File: src/rtl/riscv_pkg.sv
// Shared RV32I encodings for the two-stage core: opcodes, branch funct3 codes,
// the canonical NOP and the writeback source select.
package riscv_pkg;

  localparam logic [6:0] OP     = 7'b0110011;
  localparam logic [6:0] OP_IMM = 7'b0010011;
  localparam logic [6:0] LOAD   = 7'b0000011;
  localparam logic [6:0] STORE  = 7'b0100011;
  localparam logic [6:0] BRANCH = 7'b1100011;
  localparam logic [6:0] JAL    = 7'b1101111;
  localparam logic [6:0] JALR   = 7'b1100111;
  localparam logic [6:0] LUI    = 7'b0110111;
  localparam logic [6:0] AUIPC  = 7'b0010111;
  localparam logic [6:0] SYSTEM = 7'b1110011;

  localparam logic [2:0] F3_BEQ  = 3'b000;
  localparam logic [2:0] F3_BNE  = 3'b001;
  localparam logic [2:0] F3_BLT  = 3'b100;
  localparam logic [2:0] F3_BGE  = 3'b101;
  localparam logic [2:0] F3_BLTU = 3'b110;
  localparam logic [2:0] F3_BGEU = 3'b111;

  localparam logic [31:0] NOP_INST = 32'h0000_0013;

  typedef enum logic [2:0] {WB_ALU, WB_MEM, WB_PC4, WB_IMM, WB_AUIPC} wb_sel_e;

endpackage

File: src/rtl/branch_unit.sv
// Conditional branch comparator: purely combinational, no state, no backpressure.
module branch_unit
  import riscv_pkg::*;
(
  input  logic [2:0]  funct3,
  input  logic [31:0] rs1,
  input  logic [31:0] rs2,
  output logic        taken
);

  always_comb begin
    taken = 1'b0;
    case (funct3)
      F3_BEQ:  taken = (rs1 == rs2);
      F3_BNE:  taken = (rs1 != rs2);
      F3_BLT:  taken = ($signed(rs1) < $signed(rs2));
      F3_BGE:  taken = ($signed(rs1) >= $signed(rs2));
      F3_BLTU: taken = (rs1 < rs2);
      F3_BGEU: taken = (rs1 >= rs2);
      default: taken = 1'b0;
    endcase
  end

endmodule

File: src/rtl/pipe_processor.sv
// Two-stage (IF | EX) RV32I core; EX completes in one cycle, taken redirects cost one bubble.
// stall freezes all state; halted (ECALL/EBREAK or misaligned target) freezes until rst.
module pipe_processor
  import riscv_pkg::*;
#(
  parameter logic [31:0]              RESET_PC    = 32'h0000_0000,
  parameter bit                       HALT_ON_SYS = 1'b1,
  parameter int                       IMEM_WORDS  = 64,
  parameter int                       DMEM_WORDS  = 64,
  parameter logic [IMEM_WORDS*32-1:0] IMEM_INIT   = {IMEM_WORDS{NOP_INST}}
) (
  input  logic        clk,
  input  logic        rst,
  input  logic        stall,
  output logic        retire_valid,
  output logic [31:0] retire_pc,
  output logic [31:0] retire_inst,
  output logic        halted,
  output logic        trap_misalign
);

  localparam int IW = $clog2(IMEM_WORDS);
  localparam int DW = $clog2(DMEM_WORDS);

  logic [31:0] pc_f, ex_pc, ex_inst, fetch_inst;
  logic        ex_valid, advance, commit, mis, br_taken;
  logic [31:0] rf [32];
  logic [31:0] dmem [DMEM_WORDS];

  // Instruction ROM contents come from IMEM_INIT (word i at bits [32*i +: 32]).
  assign fetch_inst = IMEM_INIT[{pc_f[IW+1:2], 5'd0} +: 32];

  logic [6:0]  opcode;
  logic [4:0]  rd, rs1, rs2;
  logic [2:0]  funct3;
  logic [31:0] imm_i, imm_s, imm_b, imm_j, imm_u, rs1_val, rs2_val;

  assign opcode  = ex_inst[6:0];
  assign rd      = ex_inst[11:7];
  assign funct3  = ex_inst[14:12];
  assign rs1     = ex_inst[19:15];
  assign rs2     = ex_inst[24:20];
  assign imm_i   = {{20{ex_inst[31]}}, ex_inst[31:20]};
  assign imm_s   = {{20{ex_inst[31]}}, ex_inst[31:25], ex_inst[11:7]};
  assign imm_b   = {{19{ex_inst[31]}}, ex_inst[31], ex_inst[7], ex_inst[30:25], ex_inst[11:8], 1'b0};
  assign imm_j   = {{11{ex_inst[31]}}, ex_inst[31], ex_inst[19:12], ex_inst[20], ex_inst[30:21], 1'b0};
  assign imm_u   = {ex_inst[31:12], 12'd0};
  assign rs1_val = (rs1 == 5'd0) ? 32'd0 : rf[rs1];
  assign rs2_val = (rs2 == 5'd0) ? 32'd0 : rf[rs2];

  logic [31:0] alu_b, alu_res;
  logic [4:0]  shamt;

  always_comb begin
    alu_b = (opcode == OP) ? rs2_val : imm_i;
    shamt = alu_b[4:0];
    case (funct3)
      3'b000:  alu_res = (opcode == OP && ex_inst[30]) ? rs1_val - alu_b : rs1_val + alu_b;
      3'b001:  alu_res = rs1_val << shamt;
      3'b010:  alu_res = {31'd0, $signed(rs1_val) < $signed(alu_b)};
      3'b011:  alu_res = {31'd0, rs1_val < alu_b};
      3'b100:  alu_res = rs1_val ^ alu_b;
      3'b101:  alu_res = ex_inst[30] ? $signed(rs1_val) >>> shamt : rs1_val >> shamt;
      3'b110:  alu_res = rs1_val | alu_b;
      default: alu_res = rs1_val & alu_b;
    endcase
  end

  branch_unit u_branch (
    .funct3 (funct3),
    .rs1    (rs1_val),
    .rs2    (rs2_val),
    .taken  (br_taken)
  );

  wb_sel_e     wb_sel;
  logic        rf_we, dm_we, redirect, sys_halt;
  logic [31:0] target;

  always_comb begin
    wb_sel   = WB_ALU;
    rf_we    = 1'b0;
    dm_we    = 1'b0;
    redirect = 1'b0;
    sys_halt = 1'b0;
    target   = 32'd0;
    case (opcode)
      OP, OP_IMM: rf_we = 1'b1;
      LOAD:   begin rf_we = 1'b1; wb_sel = WB_MEM; end
      STORE:  dm_we = 1'b1;
      BRANCH: begin redirect = br_taken; target = ex_pc + imm_b; end
      JAL:    begin rf_we = 1'b1; wb_sel = WB_PC4; redirect = 1'b1; target = ex_pc + imm_j; end
      JALR:   begin
        rf_we = 1'b1; wb_sel = WB_PC4; redirect = 1'b1;
        target = (rs1_val + imm_i) & 32'hFFFF_FFFE;
      end
      LUI:    begin rf_we = 1'b1; wb_sel = WB_IMM; end
      AUIPC:  begin rf_we = 1'b1; wb_sel = WB_AUIPC; end
      // CSR forms (funct3 != 0) fall through as NOPs.
      SYSTEM: sys_halt = HALT_ON_SYS && (funct3 == 3'b000);
      default: ;
    endcase
  end

  logic [31:0]   mem_addr, ld_word, ld_data, wb_data;
  logic [DW-1:0] didx;
  logic [7:0]    ld_byte;
  logic [15:0]   ld_half;

  assign mem_addr = rs1_val + ((opcode == STORE) ? imm_s : imm_i);
  assign didx     = mem_addr[DW+1:2];
  assign ld_word  = dmem[didx];

  always_comb begin
    ld_byte = ld_word[{mem_addr[1:0], 3'b000} +: 8];
    ld_half = ld_word[{mem_addr[1], 4'b0000} +: 16];
    case (funct3)
      3'b000:  ld_data = {{24{ld_byte[7]}}, ld_byte};
      3'b001:  ld_data = {{16{ld_half[15]}}, ld_half};
      3'b100:  ld_data = {24'd0, ld_byte};
      3'b101:  ld_data = {16'd0, ld_half};
      default: ld_data = ld_word;
    endcase
    case (wb_sel)
      WB_MEM:   wb_data = ld_data;
      WB_PC4:   wb_data = ex_pc + 32'd4;
      WB_IMM:   wb_data = imm_u;
      WB_AUIPC: wb_data = ex_pc + imm_u;
      default:  wb_data = alu_res;
    endcase
  end

  // A misaligned redirect blocks its own retirement and any architectural write.
  assign mis          = redirect && (target[1:0] != 2'b00);
  assign advance      = ~stall & ~halted;
  assign commit       = ex_valid & advance & ~mis & ~rst;
  assign retire_valid = commit;
  assign retire_pc    = ex_pc;
  assign retire_inst  = ex_inst;

  always_ff @(posedge clk) begin
    if (commit && rf_we && rd != 5'd0) rf[rd] <= wb_data;
  end

  always_ff @(posedge clk) begin
    if (commit && dm_we) begin
      case (funct3[1:0])
        2'b00:   dmem[didx][{mem_addr[1:0], 3'b000} +: 8] <= rs2_val[7:0];
        2'b01:   dmem[didx][{mem_addr[1], 4'b0000} +: 16] <= rs2_val[15:0];
        default: dmem[didx] <= rs2_val;
      endcase
    end
  end

  always_ff @(posedge clk) begin
    if (rst) begin
      pc_f          <= RESET_PC;
      ex_valid      <= 1'b0;
      ex_pc         <= 32'd0;
      ex_inst       <= NOP_INST;
      halted        <= 1'b0;
      trap_misalign <= 1'b0;
    end else if (advance) begin
      if (ex_valid && mis) begin
        trap_misalign <= 1'b1;
        halted        <= 1'b1;
      end else if (ex_valid && redirect) begin
        pc_f     <= target;
        ex_valid <= 1'b0;
      end else if (ex_valid && sys_halt) begin
        halted   <= 1'b1;
        ex_valid <= 1'b0;
      end else begin
        ex_inst  <= fetch_inst;
        ex_pc    <= pc_f;
        ex_valid <= 1'b1;
        pc_f     <= pc_f + 32'd4;
      end
    end
  end

  logic unused_bits;
  assign unused_bits = ^{pc_f[31:IW+2], pc_f[1:0], mem_addr[31:DW+2]};

endmodule

File: config.mk
export PLATFORM = sky130hd
export DESIGN_NAME = pipe_processor
export DESIGN_NICKNAME = d
export VERILOG_FILES = /design/src/rtl/riscv_pkg.sv /design/src/rtl/branch_unit.sv /design/src/rtl/pipe_processor.sv
export SDC_FILE = /design/constraint.sdc
export NUM_CORES = 1
export LEC_CHECK = 0
export ABC_AREA = 1
export BUFFER_PORTS_ARGS = -buffer_cell sky130_fd_sc_hd__clkbuf_2
export CORE_UTILIZATION = 53
export DETAILED_ROUTE_END_ITERATION = 8
export MAX_ROUTING_LAYER = met4
export PLACE_DENSITY = 0.75
export SLEW_MARGIN = 15
export SYNTH_ARGS = -nofsm -noshare
export SYNTH_HDL_FRONTEND = slang
export SYNTH_SLANG_ARGS = --single-unit
File: constraint.sdc
create_clock -name clk -period 1.64 [get_ports clk]
set_input_delay 0.246 -clock clk [delete_from_list [all_inputs] [get_ports clk]]
set_output_delay 0.246 -clock clk [all_outputs]
set_load 0.01 [all_outputs]
==> impl_summary.md, run 1 <==
Outcome
The run finished with clean final reports.

Synth
Counting flops with a built-in enable in the synthesized netlist gives 0. The share of synthesized area in the top cell type comes to 41.3%. After synthesis, the most frequently instantiated cells are 92 x sky130_fd_sc_hd__nor2_1, 71 x sky130_fd_sc_hd__nand2_1, 61 x sky130_fd_sc_hd__dfxtp_1, 36 x sky130_fd_sc_hd__buf_4, 36 x sky130_fd_sc_hd__o21ai_0. The number of synthesized register bits is 61. Sequential cells were found to cover 41.3% of the synthesized design area. In this run, distinct cell masters in the synthesized netlist total 27. In the post-synthesis netlist, the cell with the most instances is sky130_fd_sc_hd__nor2_1. Summed over all instances, the cell type with the most area after synthesis is sky130_fd_sc_hd__dfxtp_1. By area the synthesized netlist is led by sky130_fd_sc_hd__dfxtp_1 41%, sky130_fd_sc_hd__nor2_1 12%, sky130_fd_sc_hd__buf_4 9.1%, sky130_fd_sc_hd__nand2_1 9.0%, sky130_fd_sc_hd__o21ai_0 6.1%. For this run, the number of Yosys warnings is 0.

For this run, the leading register cell type out of synthesis is sky130_fd_sc_hd__dfxtp_1. The synthesized area per cell is 7.01 µm². The share of synthesized registers carrying an async set or reset is 0%. The cell area after synthesis is 2960 µm².

Counting every instance in the synthesized netlist gives 422.

Power
The peak supply drop is 0.700 mV. The clock network is responsible for 40.3% of the overall power. For this design the ratio of total power to cell area is 903 nW/µm². Registers are responsible for 52.3% of the overall power.

Of the total power, the share spent switching nets is 23.7%. The net switching power figure is 0.700 mW. The combinational share of power is 7.3%. The internal power of the cells totals 2.25 mW. Summed over all cells, the static leakage comes to 1.32 nW.

Floorplanning
The initial utilization of the core area, before any placement, comes to 56.5%. The cell row count is 26. From bottom edge to top edge, the die measures 76.7 µm. The area of the die is 5880 µm². After floorplanning, the core was sized to cover 5240 µm². From left edge to right edge, the die measures 76.7 µm.

The number of top-level pins is 70.

Timing
Setup repair after global routing left no endpoint under its margin. The final critical path takes up 96.1% of the cycle. Between clock sinks in the finished design, the worst skew comes to 0.00709 ns. For the final routed database, the setup TNS stands at 0 ns.

For the finished layout, the period the worst path requires is 1.58 ns. The number of endpoints failing setup at the final stage is 0. The final-report max-slew violation count is 0. The count of endpoints failing hold in the final timing report is 0.

Based on the critical path, the design can be clocked at up to 634 MHz.

GRT
The wire length of the first global-routing pass is 10100 µm. The number of antenna violations at the first check in global routing came to 0. After global routing the overflow that remains totals 0. The pin count of the biggest net entering global routing is 55. Across every metal layer, demand over resource in global routing totals 22.3%.

The number of global-route vias before repair is 2211.

Final layout
Of the cells placed in the final design, the portion with a size suffix greater than 1 is 15.9%. The number of nets in the finished design is 464. The area growth from synthesis to layout is 10.6%.

The finished cells cover 3270 µm². The repair_antennas step left the layout with diodes totalling 0. The number of filler cells placed in the layout is 502.

CTS
The clock tree from TritonCTS is built. In this run, CTS created clock tree buffers numbering 9. The buffer depth of the longest clock path is 2.

The number of buffers added to fix hold violations after cts is 0. The H-tree was split into 3 levels. The tree is rooted in a sky130_fd_sc_hd__clkbuf_8. CTS saw 61 sinks. The clock slew seen by the registers of the worst setup and hold paths is 0.06 ns. The later pin in the worst-skew pair is clocked with a latency of 0.34 ns.

Detailed routing
In the final routing, the length of wire on met1 measures 2960 µm. Dividing the detail-routed via count by the number of cells gives 4.81. In the routed design, unresolved DRC markers number 0.

The residual antenna-violating net count after detailed routing is 0. The routed layout has 2567 vias. The average wire per standard cell is 10.9 µm. Detailed routing placed a total of 254 µm of wire on met3. After detailed routing, the met2 layer carries 2450 µm of wire. The topmost layer with routed signal wires is met4.

After the first detailed-routing iteration, the DRC count stood at 195. For this run, the detailed router's first-pass iteration total came to 4. The total routed wirelength is 5830 µm.

Worst setup path
Data on the critical path arrives at its endpoint at 1.80 ns. The critical-path maximum fanout is 6. The worst setup path is launched from a flip-flop. On the critical path, the stage with the largest delay is an instance of sky130_fd_sc_hd__dfxtp_1. For the worst setup path, the data required time is 1.86 ns. The critical path is of the reg2reg type.

Traced cell by cell, the critical path runs through ha_1, nand4_2, nor2_4, buf_4, nand2_1, o21ai_0, a21oi_1. The category of the worst setup path capture point is a flip-flop. For this run, the slowest stage of the critical path takes 0.40 ns.

Job
Max-cap violations in this run came to 0.

Placed design
The wire-length estimate of the detail-placed layout is 4200 µm. The placed instance area is 3070 µm². In this run the tool buffered the top-level ports with 33 buffer cells. The routability congestion estimate is 0.878.

Min path
The min-delay analysis places its worst path in the category in2reg.
==> power groups by stage <==
| stage | Combinational [mW] | Sequential, mW | Clock (mW) |
|---|---|---|---|
| floorplan | 0.200 | 1.59 | 0 |
| global placement | 0.216 | 1.58 | 0 |
| detailed placement | 0.218 | 1.58 | 0 |
| CTS | 0.219 | 1.55 | 1.22 |
| global route | 0.248 | 1.55 | 1.29 |
| finish | 0.217 | 1.54 | 1.19 |
==> through the flow <==
stage / hold slack [ns] / power (mW) / cells / util [%] / setup slack, ns
after floorplan: 0.412 / 1.79 / 456 / - / 0.331
after global placement: 0.443 / 1.79 / 516 / 58.6 / 0.247
after detailed placement: 0.449 / 1.80 / 516 / 58.6 / 0.182
after CTS: 0.226 / 2.99 / 531 / 62.0 / 0.173
after global routing: 0.239 / 3.09 / 534 / 62.4 / 0.0113
final: 0.236 / 2.95 / 534 / 62.4 / 0.0638
==> final cells by class <==
cell class              count  area [µm²]  share of cell area (%)
multi-input cells         315        1430                    43.6
clock buffers              14         173                    5.28
clock inverters             1        5.00                   0.153
repair buffers             41         238                    7.27
well taps                  70        87.6                    2.68
flip-flops and latches     61        1220                    37.3
inverters                  32         120                    3.67
==> per-layer routing <==
layer / vias to the layer above / GRT usage (%)
met1: 1115 / 29.9
li1: 1353 / -
met4: 0 / 13.7
met3: 14 / 4.52
met5: - / -
met2: 85 / 30.5
==> layout by cell type, fill, tap and decap left out, drive strengths merged <==
| master | n |
|---|---|
| and2 | 1 |
| dfxtp | 61 |
| inv | 31 |
| a31oi | 1 |
| clkinv | 2 |
| nand4 | 7 |
| nand2 | 74 |
| o21a | 1 |
| buf | 8 |
| o21ai | 37 |
| nor2 | 104 |
| clkbuf | 47 |
| nor3 | 2 |
| nand3 | 19 |
| a21oi | 32 |
| conb | 36 |
| ha | 1 |
==> sequential cells by signal, summed over array words and instances, names as in the netlist <==
name and count:
ex_valid 1, retire_pc 30, pc_f 30
==> worst paths after layout <==
check / slack (ns) / endpoint / start / cells after the start
worst max register to register: 0.06 / pc_f[12]$_SDFFE_PP0N_ / pc_f[3]$_SDFFE_PP0N_ / 7
worst min-delay path: 0.24 / pc_f[18]$_SDFFE_PP0N_ / rst / 2
worst min register to register: 0.46 / ex_valid$_SDFFE_PP0N_ / ex_valid$_SDFFE_PP0N_ / 2
worst max-delay path: 0.06 / pc_f[12]$_SDFFE_PP0N_ / pc_f[3]$_SDFFE_PP0N_ / 7
==> cell families after synthesis <==
logic type	after synthesis	synth area share [%]
other cells	2	0.254
compound gates	71	12.1
simple gates	207	31.1
buf+inv	80	14.8
flops	61	41.3
fa+ha+maj	1	0.423
==> repair_timing <==
action / CTS / global route
hold endpoints to repair: 0 / 0
resized for setup: 0 / 0
setup endpoints to repair: 0 / 1
buffers inserted: 0 / 3
==> worst max-delay path, delay by kind of cell, from the launching register on <==
kind / cells / cell delay [ns]
compound gates: 2 / 0.26
fa+ha+maj: 1 / 0.24
buf+inv: 1 / 0.14
flops: 1 / 0.40
simple gates: 3 / 0.43
No activity file was read; power rests on OpenSTA's default activity.
==> run 2, diff against run 1 <==
CELL_PAD_IN_SITES_DETAIL_PLACEMENT = 1   (was default)
CELL_PAD_IN_SITES_GLOBAL_PLACEMENT = 1   (was default)
CORE_UTILIZATION = 38   (was 53)
PLACE_DENSITY = 0.76   (was 0.75)
==> impl_summary.md, run 2 (synthesis results as in run 1) <==
Min path
Counting instances, the worst hold path has a depth of 2. The path class of the tightest hold or removal check is in2reg. The startpoint of the tightest hold check path is rst. The path with the worst hold slack has its endpoint at ex_valid$_SDFFE_PP0N_.

GRT
Global routing finished with a remaining overflow of 0. Entering global routing, the biggest net connects 33 pins. In the global route stage, overall resource usage came out at 20.0%. The number of global-route vias before repair is 2541. The first global-routing pass estimated 12500 µm of wire. The number of antenna violations at the first check in global routing is 0.

CTS
No sink is reached through more buffers than the 2 on the longest clock path. The later pin in the worst-skew pair is clocked with a latency of 0.34 ns. Once the clock tree was built, the setup fixing pass inserted 0 buffers.

The number of sinks handled by clock tree synthesis is 61. The number of gates resized after CTS was 0. The number of clock buffers added by TritonCTS is 9. In this run, post-CTS hold repair placed 0 buffers. TritonCTS built the clock tree. After clock tree synthesis, the clock-pin slew on the worst setup and hold paths is 0.07 ns. The tree is rooted in a sky130_fd_sc_hd__clkbuf_8. The maximum level of the CTS H-tree is 3.

Final layout
The final instance area is 3360 µm². In the layout the commonest cells are 92 x sky130_fd_sc_hd__nor2_1, 71 x sky130_fd_sc_hd__nand2_1, 61 x sky130_fd_sc_hd__dfxtp_1, 36 x sky130_fd_sc_hd__o21ai_0, 36 x sky130_fd_sc_hd__conb_1. The most frequent standard cell in the layout excluding fill and tap cells is sky130_fd_sc_hd__nor2_1. The fraction of final layout cells sized beyond drive strength 1 is 15.9%. The number of diodes is 0. From synthesis to final layout, the design area changed by 13.7%. The number of nets in the finished design is 463.

Floorplanning
The height of the die is 90.2 µm. Row generation in the floorplan step produced 31 rows. The core region is 7370 µm². In this run the horizontal extent of the chip is 90.2 µm. The die covers 8140 µm². The initial core utilization is 40.1%. For this design the top-level I/O count stands at 70.

Detailed routing
Summing over every cut layer, the via total after detailed routing is 2597. The initial detailed-routing violation count is 74. The routed design uses 233 µm of met3 wire.

The routed design uses 3250 µm of met2 wire. The total routed wirelength is 7240 µm. The residual DRC count is 0. The number of iterations in the first detailed-routing pass is 4.

Dividing the detail-routed wire length by the instance count gives 12.9 µm. The topmost layer with routed signal wires is met4. Using the TritonRoute via totals, the vias-per-cell ratio works out to 4.61. The residual antenna-violating net count after detailed routing is 0.

The detailed router put a total of 3650 µm of wire on met1.

Worst setup path
The worst setup path is launched from a flip-flop. In this run the critical register-to-register path is captured at pc_f[24]$_SDFFE_PP0N_. The depth of the worst register-to-register path is 8.

The worst path arrival time is 1.73 ns. The critical-path maximum fanout is 8. The critical path in this run is classified as reg2reg. The worst setup path is captured at a flip-flop. The worst register-to-register path begins at pc_f[3]$_SDFFE_PP0N_. The worst-case register-to-register setup slack is 0.14 ns. STA puts the critical path data required time at 1.88 ns.

Placed design
Summing all placed instances gives a cell area of 3120 µm². At the end of routability-driven placement, the weighted congestion stood at 0.854. The post-DP HPWL is 5370 µm. Buffers placed on the I/O ports in this run total 33.

Timing
The final critical-path share of the clock period is 91.3%. The final-report max-slew violation count is 0. The final setup TNS is 0 ns. The minimum clock period is 1.50 ns. The number of endpoints failing setup at the final stage is 0.

Setup repair after global routing left no endpoint under its margin. The maximum frequency from static timing analysis is 668 MHz. On the final layout, the worst clock skew is 0.00837 ns. The count of endpoints failing hold in the final timing report is 0.

Power
The power per cell area is 1010 nW/µm². The peak supply drop is 0.600 mV. The total leakage power is 1.34 nW.

Outcome
The flow ran to the end, and the final reports show no timing, DRC or antenna violations.

Job
The number of maximum-capacitance constraint violations is 0.
-- run 2: area by class of cell --
cell class / instances / area, µm²
fill: 993 / 4010
multi-input combinational: 315 / 1430
sequential: 61 / 1220
timing repair buffer: 40 / 230
clock buffer: 12 / 145
tap: 99 / 124
inverter: 32 / 120
clock inverter: 4 / 95.1
-- run 2: how the worst max path moves through the flow --
| stage | startpoint | endpoint | slack [ns] | cells past startpoint |
|---|---|---|---|---|
| 2_1_floorplan | pc_f[3]$_SDFFE_PP0N_ | pc_f[24]$_SDFFE_PP0N_ | 0.33 | 8 |
| 3_3_place_gp | pc_f[4]$_SDFFE_PP0N_ | pc_f[29]$_SDFFE_PP0N_ | 0.23 | 7 |
| 3_5_place_dp | pc_f[3]$_SDFFE_PP0N_ | pc_f[24]$_SDFFE_PP0N_ | 0.17 | 8 |
| 4_1_cts | pc_f[3]$_SDFFE_PP0N_ | pc_f[24]$_SDFFE_PP0N_ | 0.15 | 8 |
| 5_1_grt | pc_f[3]$_SDFFE_PP0N_ | pc_f[24]$_SDFFE_PP0N_ | 0.003 | 8 |
| 6_report | pc_f[3]$_SDFFE_PP0N_ | pc_f[24]$_SDFFE_PP0N_ | 0.14 | 8 |
-- run 2: metal layers --
metal  vias up  track usage [%]
met5         -                -
met4         0             8.06
met3         9             3.72
met2        54             30.6
met1      1191             26.1
li1       1343                -
-- run 2: report_power, final --
group	internal (mW)	switching (mW)	leakage, nW
sequential	1.52	0.0233	0.497
combinational	0.0689	0.159	0.722
clock	1.05	0.582	0.121
total	2.64	0.763	1.34
-- run 2: metrics by stage --
step           hold WS [ns]  instances  setup slack [ns]  total power [mW]  util (%)
2_1_floorplan         0.412        456             0.331              1.79         -
3_3_place_gp          0.443        547             0.227              1.80      42.4
3_5_place_dp          0.454        547             0.166              1.81      42.4
4_1_cts               0.241        563             0.155              3.44      45.6
5_1_grt               0.274        563           0.00329              3.56      45.6
6_report              0.268        563             0.143              3.40      45.6
-- run 2: worst max-delay path: stages, from the launching register on --
cell and delay, ns:
sky130_fd_sc_hd__dfxtp_1 0.41, sky130_fd_sc_hd__ha_1 0.24, sky130_fd_sc_hd__nand4_2 0.17, sky130_fd_sc_hd__nor2_4 0.21, sky130_fd_sc_hd__nand2_1 0.08, sky130_fd_sc_hd__nor2_1 0.13, sky130_fd_sc_hd__nand2_1 0.07, sky130_fd_sc_hd__nand2_1 0.06
sky130_fd_sc_hd__nor2_1 0.04
==> run 3, diff against run 2 <==
CELL_PAD_IN_SITES_DETAIL_PLACEMENT = 0   (was 1)
==> impl_summary.md, run 3 (synthesis results as in run 1) <==
Outcome
The flow ran to the end, and the final reports show no timing, DRC or antenna violations.

GRT
The number of global-route vias before repair came to 2221. The pin count of the biggest net entering global routing is 33. The number of antenna violations at the first check in global routing is 0. The wire length of the first global-routing pass is 10800 µm.

The aggregate global routing overflow is 0. In the global route stage, overall resource usage came out at 17.5%.

Timing
The minimum clock period is 1.44 ns. The final-report max-slew violation count was 0. The final clock skew is 0.00688 ns. Setup slack on the critical path of the routed design comes to 0.196 ns. The count of endpoints failing hold in the final timing report came to 0. The final critical-path share of the clock period is 88.1%. The final setup TNS is 0 ns. The number of endpoints failing setup at the final stage is 0. The maximum frequency from static timing analysis is 692 MHz. Setup repair after global routing left no endpoint under its margin.

Worst setup path
Along the worst path, the maximum fanout reaches 8. The worst setup path is captured at a flip-flop. The startpoint identified for the worst register-to-register timing path is pc_f[3]$_SDFFE_PP0N_. For the worst setup path, the data required time is 1.87 ns. In this run the critical register-to-register path is captured at pc_f[24]$_SDFFE_PP0N_. The worst path arrival time is 1.68 ns. In this run the register-to-register setup slack is 0.20 ns.

The depth of the worst register-to-register path is 8. The worst setup path is of the reg2reg kind. The worst setup path is launched from a flip-flop.

Power
Across the VDD grid, the largest voltage drop is 0.376 mV. The overall power after layout is 2.89 mW. The total leakage power is 1.30 nW. The power per cell area is 881 nW/µm².

CTS
Buffers added to address setup during post-CTS repair amount to 0. Clock-pin slew was measured on the worst setup and hold paths at 0.07 ns. The clock tree root driver cell is sky130_fd_sc_hd__clkbuf_8.

The source-to-sink clock delay at the later pin of the worst-skew pair is 0.34 ns. The number of resized instances in the post-cts repair step is 0. The clock tree from TritonCTS is built.

The maximum level of the CTS H-tree is 3. The TritonCTS buffer count is 9. The number of hold buffers added after CTS was 0. The buffer depth of the longest clock path is 2. The number of sinks handled by clock tree synthesis is 61.

Min path
The startpoint of the tightest hold check path is rst. The hold-critical path depth is 2. The endpoint with the worst hold slack is pc_f[18]$_SDFFE_PP0N_. The path class of the tightest hold or removal check is in2reg.

Floorplanning
The region available for standard cell placement spans 7370 µm². The die is 90.2 µm tall. The cell row count is 31. The initial utilization of the core area, before any placement, comes to 40.1%. The width of the die is 90.2 µm. The number of top-level pins is 70.

The die covers 8140 µm².

Placed design
The post-DP HPWL is 4750 µm. The routability congestion estimate is 0.854. The worst slack at placement is 0.195 ns. After detailed placement, the design holds a cell count of 547.

The count of buffers added on input and output ports is 33.

Final layout
The number of filler cells placed in the layout is 793. The final core area utilization is 44.5%. In the final layout, the multi-input gates occupy 1430 µm². From synthesis to final layout, the design area changed by 11.0%. The most frequent standard cell in the layout excluding fill and tap cells is sky130_fd_sc_hd__nor2_1.

The final layout contains 463 nets. The number of non-filler instances in the completed layout is 562. The sequential cells in the finished layout cover a total of 1220 µm². The top cell types in the final layout, fill and taps aside, are 92 x sky130_fd_sc_hd__nor2_1, 71 x sky130_fd_sc_hd__nand2_1, 61 x sky130_fd_sc_hd__dfxtp_1, 36 x sky130_fd_sc_hd__o21ai_0, 36 x sky130_fd_sc_hd__conb_1.

The fraction of final layout cells sized beyond drive strength 1 is 15.6%. The number of diodes is 0.

Detailed routing
After the first detailed-routing iteration, the DRC count stood at 123. The detail route stage leaves a number of antenna-violating nets equal to 0. The via count normalized by instance count is 4.48. The routed layout has 2519 vias. The number of iterations in the first detailed-routing pass is 4. In the routed design, unresolved DRC markers number 0.

After detailed routing, the average wire length per cell comes to 11.4 µm. The total routed wirelength is 6430 µm.

Job
The tool flagged a number of max-cap violations equal to 0.
==> run 3: changes by cell type in the layout (fill, tap and decap cells not counted) <==
cell                        change
sky130_fd_sc_hd__bufinv_16      -3
sky130_fd_sc_hd__clkinv_2       +1
sky130_fd_sc_hd__clkbuf_1       +1
==> run 3: worst max path at each step <==
stage                            endpoint  cells past startpoint            startpoint
floorplan           pc_f[24]$_SDFFE_PP0N_                      8  pc_f[3]$_SDFFE_PP0N_
global placement    pc_f[29]$_SDFFE_PP0N_                      7  pc_f[4]$_SDFFE_PP0N_
CTS                 pc_f[30]$_SDFFE_PP0N_                      8  pc_f[3]$_SDFFE_PP0N_
finish              pc_f[24]$_SDFFE_PP0N_                      8  pc_f[3]$_SDFFE_PP0N_
global route        pc_f[22]$_SDFFE_PP0N_                      9  pc_f[3]$_SDFFE_PP0N_
detailed placement  pc_f[30]$_SDFFE_PP0N_                      8  pc_f[3]$_SDFFE_PP0N_
==> run 3: layer usage <==
metal  vias to the layer above  part of all wire [%]  global-route usage (%)
met5                         -                     0                       -
met4                         0                   1.8                    8.06
met3                        11                   5.1                    3.55
met2                        75                    41                    25.1
met1                      1084                    52                    23.6
li1                       1349                     -                       -
==> run 3: final cells by class <==
class                           count  area share, %
Clock inverter                      2          0.305
Timing Repair Buffer               40           7.02
Inverter                           32           3.66
Multi-Input combinational cell    315           43.5
Sequential cell                    61           37.2
Tap cell                           99           3.78
Clock buffer                       13           4.54
==> run 3: worst max-delay path, cell delays in order, from the launching register on <==
cell and delay [ns]:
sky130_fd_sc_hd__dfxtp_1 0.40, sky130_fd_sc_hd__ha_1 0.23, sky130_fd_sc_hd__nand4_2 0.16, sky130_fd_sc_hd__nor2_4 0.20, sky130_fd_sc_hd__nand2_1 0.07, sky130_fd_sc_hd__nor2_1 0.12
sky130_fd_sc_hd__nand2_1 0.06, sky130_fd_sc_hd__nand2_1 0.06, sky130_fd_sc_hd__nor2_1 0.03
==> run 3: power by group <==
group / switching [mW] / leakage [nW] / internal [mW] / total, mW
logic: 0.154 / 0.722 / 0.0686 / 0.222
registers: 0.0221 / 0.497 / 1.52 / 1.54
clock network: 0.545 / 0.0833 / 0.578 / 1.12
total: 0.721 / 1.30 / 2.17 / 2.89
==> run 3: metrics by stage <==
stage	instance area, µm²	hold slack (ns)
after floorplan	3080	0.412
after global placement	3120	0.443
after detailed placement	3120	0.450
after CTS	3280	0.239
after global routing	3280	0.255
final	3280	0.252
